**config.mk**
```make
export PLATFORM = sky130hd
export DESIGN_NAME = pixel_stream_source
export DESIGN_NICKNAME = d
export VERILOG_FILES = /design/src/rtl/pixel_stream_source.sv
export SDC_FILE = /design/constraint.sdc
export NUM_CORES = 1
export LEC_CHECK = 0
export ABC_AREA = 1
export CAP_MARGIN = 20
export CELL_PAD_IN_SITES_DETAIL_PLACEMENT = 0
export CELL_PAD_IN_SITES_GLOBAL_PLACEMENT = 1
export CORE_AREA = 4 4 148 150
export CTS_CLUSTER_SIZE = 25
export DETAILED_ROUTE_END_ITERATION = 12
export DIE_AREA = 0 0 152 154
export GPL_TIMING_DRIVEN = 0
export PLACE_DENSITY = 0.77
export SYNTH_ARGS = -nofsm -noshare
export SYNTH_HDL_FRONTEND = slang
export SYNTH_SLANG_ARGS = --single-unit
```
**constraint.sdc**
```tcl
create_clock -name clk -period 2.58 [get_ports clk]
set_input_delay 0.774 -clock clk [delete_from_list [all_inputs] [get_ports clk]]
set_output_delay 0.774 -clock clk [all_outputs]
set_load 0.02 [all_outputs]
```
**src/rtl/pixel_stream_source.sv**
```systemverilog
// Raster-order frame reader: registered read strobe, 2-cycle strobe-to-valid_out latency (memory + output register).
// No output backpressure; stall only gates new reads, reads already issued still drain to o_data.
module pixel_stream_source #(
  parameter int DATA_WIDTH = 32,
  parameter int WIDTH      = 112,
  parameter int HEIGHT     = 112,
  parameter int ADDR_WIDTH = 14,
  parameter int ROW_GAP    = 0
) (
  input  logic                    clk,
  input  logic                    rst,
  input  logic                    start,
  input  logic                    stall,
  output logic                    mem_rd_en,
  output logic [ADDR_WIDTH-1:0]   mem_addr,
  input  logic [DATA_WIDTH*3-1:0] mem_rdata,
  output logic [DATA_WIDTH*3-1:0] o_data,
  output logic                    valid_out,
  output logic                    busy,
  output logic                    done
);
  localparam int CW = (WIDTH > 1) ? $clog2(WIDTH) : 1;
  localparam int RW = (HEIGHT > 1) ? $clog2(HEIGHT) : 1;
  localparam int GW = (ROW_GAP > 1) ? $clog2(ROW_GAP) : 1;
  localparam logic [CW-1:0] COL_LAST = CW'(WIDTH - 1);
  localparam logic [RW-1:0] ROW_LAST = RW'(HEIGHT - 1);
  localparam logic [GW-1:0] GAP_LAST = GW'((ROW_GAP > 0) ? ROW_GAP - 1 : 0);

  typedef enum logic [1:0] {IDLE, READ, GAP, FLUSH} state_t;

  state_t                state;
  logic [CW-1:0]         col;
  logic [RW-1:0]         row;
  logic [ADDR_WIDTH-1:0] addr;
  logic [GW-1:0]         gap_cnt;
  logic [1:0]            flush_cnt;
  logic                  rd_q;

  assign busy = (state != IDLE);

  always_ff @(posedge clk or negedge rst) begin
    if (!rst) begin
      state     <= IDLE;
      col       <= '0;
      row       <= '0;
      addr      <= '0;
      gap_cnt   <= '0;
      flush_cnt <= '0;
      mem_rd_en <= 1'b0;
      mem_addr  <= '0;
      done      <= 1'b0;
    end else begin
      mem_rd_en <= 1'b0;
      done      <= 1'b0;
      case (state)
        IDLE: begin
          if (start) begin
            col     <= '0;
            row     <= '0;
            addr    <= '0;
            gap_cnt <= '0;
            state   <= READ;
          end
        end
        READ: begin
          if (!stall) begin
            mem_rd_en <= 1'b1;
            mem_addr  <= addr;
            addr      <= addr + 1'b1;
            if (col == COL_LAST) begin
              col <= '0;
              if (row == ROW_LAST) begin
                state     <= FLUSH;
                flush_cnt <= '0;
              end else begin
                row <= row + 1'b1;
                if (ROW_GAP > 0) begin
                  state   <= GAP;
                  gap_cnt <= '0;
                end
              end
            end else begin
              col <= col + 1'b1;
            end
          end
        end
        GAP: begin
          gap_cnt <= gap_cnt + 1'b1;
          if (gap_cnt == GAP_LAST) state <= READ;
        end
        FLUSH: begin
          // Hold until the final read has passed through the output register.
          if (flush_cnt == 2'd2) begin
            state <= IDLE;
            done  <= 1'b1;
          end else begin
            flush_cnt <= flush_cnt + 1'b1;
          end
        end
        default: state <= IDLE;
      endcase
    end
  end

  always_ff @(posedge clk or negedge rst) begin
    if (!rst) begin
      rd_q      <= 1'b0;
      valid_out <= 1'b0;
      o_data    <= '0;
    end else begin
      rd_q      <= mem_rd_en;
      valid_out <= rd_q;
      if (rd_q) o_data <= mem_rdata;
    end
  end

endmodule

```
After elaboration in Yosys (flattened, before gate mapping). Index checks and enable logic that the tools add are counted.

Eq/ne operators: 14. Multiplexer cells: 29. Bitwise gates (word level): 1. Add/subtract/negate cells: 5. Reduce and logical (&&, ||, !) cells: 11.

Operator list (number): $mux W7 (6); $mux W14 (2); $pmux W14 S2 (1); $pmux W7 S2 (2); $mux W2 (10); $ne A2 B2 Y1 const B (8); $add A14 B1 Y14 const B (1); $add A7 B1 Y7 const B (2); $eq A7 B7 Y1 const B (2); $reduce_and A5 Y1 (2); $pmux W2 S4 (1); $reduce_bool A2 Y1 (4); $eq A2 B2 Y1 const B (3); $reduce_and A6 Y1 (1); $mux W1 (5); $pmux W2 S2 (1); $reduce_and A2 Y1 (2); $reduce_and A3 Y1 (1); $add A2 B1 Y2 const B (1); $eq A2 B1 Y1 const B (1); $logic_not A2 Y1 (1); $pmux W1 S2 (1); $add A1 B1 Y1 const B (1); $not A1 Y1 (1).

Logic and storage cells: 72. Bits of input ports: 100. Register bits: 147.

Depth between registers and ports, before layout.
Depth after elaboration: 5. Depth in mapped cells: 9.

Worst setup path before layout. No wires, ideal clock.

Path kind: input-to-reg. Start point: in stall. End point: reg addr[7]. Data arrival time: 1.386 ns. Stages: 6. Path buffers: 1. Slack: 1.077 ns. Path through: nand3b_4 nand2_4 buf_6 nand3_2 o21ai_1 nor2_1.

Longest elaborated chain between the ends: 2.

RTL lines: start: declaration (line 13) `input logic stall,`; $ne A2 B2 Y1 (no source line); $reduce_and A3 Y1 (no source line); end signal: assignment (line 69) `addr <= addr + 1'b1;`; end: declaration (line 34) `logic [ADDR_WIDTH-1:0] addr;`.

Every way passes these cells. A chain may end at the register's enable or synchronous reset.

Final worst setup path.
Start point: reg state[0]. End point: out busy.

Longest elaborated chain between the ends: 1.

RTL lines: start: declaration (line 31) `state_t state;`; start signal: assignment (line 43) `state <= IDLE;`; start signal: assignment (line 62) `state <= READ;`; start signal: assignment (line 73) `state <= FLUSH;`; $reduce_bool A2 Y1 (line 39) `assign busy = (state != IDLE);`; end: declaration (line 19) `output logic busy,`.

Every way passes these cells.

==> metrics.md <==
| Metric | Value |
|---|---|
| Sequential share of the synthesized area | 60.2% |
| Htree depth | 4 |
| Row cnt | 53 |
| Clock buffer depth | 2 |
| DRT antenna net count | 0 |
| Clock network fraction of design power | 36.2% |
| Switching share of power | 29.8% |
| Post-Syn Area | 6110 um^2 |
| Final core utilization | 44.4% |
| Fraction of registers with async set/reset | 100% |
| MaxCap Viol Count | 0 |
| Minimum clock period | 2.42 ns |
| # setup viols final | 0 |
| Syn-to-layout area delta | 50.3% |
| Overall power | 0.00653 W |
| Synth top area cells | dfrtp_1, mux2_2, nand2_1, nor2_1, inv_1 |
| Cell-internal power | 0.00458 W |
| Mapped Nets | 615 |
| Sequential cell area | 3680 um^2 |
| Mean Syn Cell Area | 12.0 um^2 |
| Mapped Cells | 511 |
| Share of layout cells above drive strength 1 | 23.6% |
| Post-synth EDFFs | 0 |
| PortBufs | 213 |
| Post-synth cell types | 33 |
| Min Hold Slack | 0.371 ns |
| Final Hold Viols | 0 |
| Vias per std cell | 4.33 |
| WP data required | 1.81 ns |
| Io pins | 214 |
| Setup TNS | 0 ns |
| Combinational share of power | 21.3% |
| DR vias | 4468 |
| RSZ-0062 raised after global routing | no |
| Worst slew margin | 51.5% |
| Die H | 154 um |
| CTS resizes | 0 |
| First drt pass iteration count | 4 |
| Area of the multi-input gates | 2180 um^2 |
| DP HPWL | 12100 um |
| Routed length per instance | 15.3 um |
| Critical Path Start Type | flop |
| Gr usage total | 13.8% |
| Max Slew Vio Count | 0 |
| Drt drc | 0 |
| Vias in the first global route | 4530 |
| Post-synth top area cell | dfrtp_1 |
| Count leader, synth | dfrtp_1 |
| Starting Density | 29.5% |
| CTS Buf Count | 17 |
| Switching pwr | 0.00195 W |
| VDD IR max | 0.407 mV |
| TritonCTS clock tree | built |
| Worst hold path type | input pin to asynchronous set/reset pin |
| Root buffer cell | clkbuf_16 |
| Core area | 20700 um^2 |
| Largest net degree at the start of global routing | 75 |
| Crit Path Class | flop to primary output |
| Final WL | 15800 um |
| Sequential Power Share | 42.5% |
| Reg-to-reg slack, setup | 1.04 ns |
| Worst-path maximum fanout | 6 |
| First-pass GRT wire length | 25600 um |
| Ys Warns | 0 |
| Post-CTS Setup Inserts | 0 |
| Post-synth top area share | 60.2% |
| Final worst setup slack | 0.162 ns |
| Leakage | 3.97 nW |
| Worst skew pair latency | 0.42 ns |
| Setup Skew | 0.0129 ns |
| Clock sink count | 147 |
| Final net count | 848 |
| Worst-path clk slew | 0.07 ns |
| Flops & latches, synth | 147 |
| Critical path arrival | 1.64 ns |
| PD cells | 711 nW/um^2 |
| Fill count | 1926 |
| Diodes inserted | 0 |
| Ys flop type | dfrtp_1 |
| Global route overflow | 0 |
| Top post-synthesis cells by count | dfrtp_1, mux2_2, nand2_1, nor2_1, inv_1 |
| CTS Hold Bufs | 0 |
| Final Cycle Share | 93.7% |
| Antenna violations before repair | 0 |
| DP Worst Slack | 0.282 ns |
| DIE AREA | 23400 um^2 |
| Worst slew pin tran | 0.727 ns |
| GP Congestion | 0.756 |
| Max Freq | 414 MHz |
| CP Capture Type | primary output |
| DR iter-0 viols | 143 |
| Status | finished clean |
| Die width | 152 um |
==> path summary, 6_finish.rpt <==
check,from,endpoint,depth (start not counted)
max,state[0],busy,3
min in group clk,rd_q,valid_out,0
max in group asynchronous,rst,o_data[85],2
max reg2reg,col[0],row[3],7
min reg2reg,rd_q,valid_out,0
min,rst,o_data[27],1
==> power by group through the flow <==
stage	logic, W	registers, W	clock network [W]
final	0.00139	0.00278	0.00236
after detailed placement	0.00141	0.00282	0
after global placement	0.00140	0.00281	0
after global routing	0.00150	0.00281	0.00256
after floorplan	0.000432	0.00304	0
after CTS	0.00142	0.00278	0.00245
==> stage by stage <==
step / cells / cell area [um^2]
6_report: 1032 / 9180
3_5_place_dp: 1000 / 8610
5_1_grt: 1032 / 9180
3_3_place_gp: 999 / 8590
2_1_floorplan: 511 / 6110
4_1_cts: 1032 / 9180
==> layout make-up <==
cell class                 instances  area share [%]
tap                              275            3.75
clock buffer                      17            4.63
inverter                          33            1.35
sequential                       147            40.1
clock inverter                    15            1.53
multi-input combinational        312            23.8
buffer                            19            1.36
timing repair buffer             214            23.5
==> worst max-delay path: stages, from the launching register on <==
cell and delay (ns):
dfrtp_1 0.45, inv_2 0.11, nand2_1 0.07, clkdlybuf4s50_1 0.59
==> routing by layer <==
| layer | wire length, um | vias to the layer above | track usage [%] |
|---|---|---|---|
| met2 | 7850 | 136 | 22.8 |
| li1 | - | 2185 | - |
| met5 | 0 | - | 0 |
| met3 | 784 | 14 | 3.88 |
| met1 | 7000 | 2133 | 17.9 |
| met4 | 139 | 0 | 3.72 |
==> cell usage in the layout, fill, tap and decap left out, types with 7 or more instances in the layout <==
master | synthesis | layout
a21oi_1 | 9 | 9
buf_2 | 10 | 10
clkbuf_16 | 0 | 17
clkdlybuf4s50_1 | 0 | 212
dfrtp_1 | 147 | 147
inv_1 | 28 | 28
mux2_2 | 96 | 96
nand2_1 | 84 | 84
nand3_1 | 19 | 19
nor2_1 | 33 | 33
o21ai_0 | 17 | 17
o21ai_1 | 8 | 8
o21ai_2 | 7 | 7
==> kinds of logic after synthesis <==
logic type / share of synthesized area [%]
flip-flops: 60.2
XOR/XNOR: 0.143
buffers and inverters: 4.08
AO/OA/AOI/OAI: 4.14
multiplexers: 17.7
adder cells (fa/ha/maj): 0.819
AND/OR/NAND/NOR: 12.9
==> flip-flops by register name (all words and copies together), names as in the netlist <==
signal,count
gap_cnt,1
row,7
rd_q,1
mem_rd_en,1
done,1
mem_addr,14
state,2
addr,14
col,7
flush_cnt,2
o_data,96
valid_out,1
No activity file was read; power rests on OpenSTA's default activity.
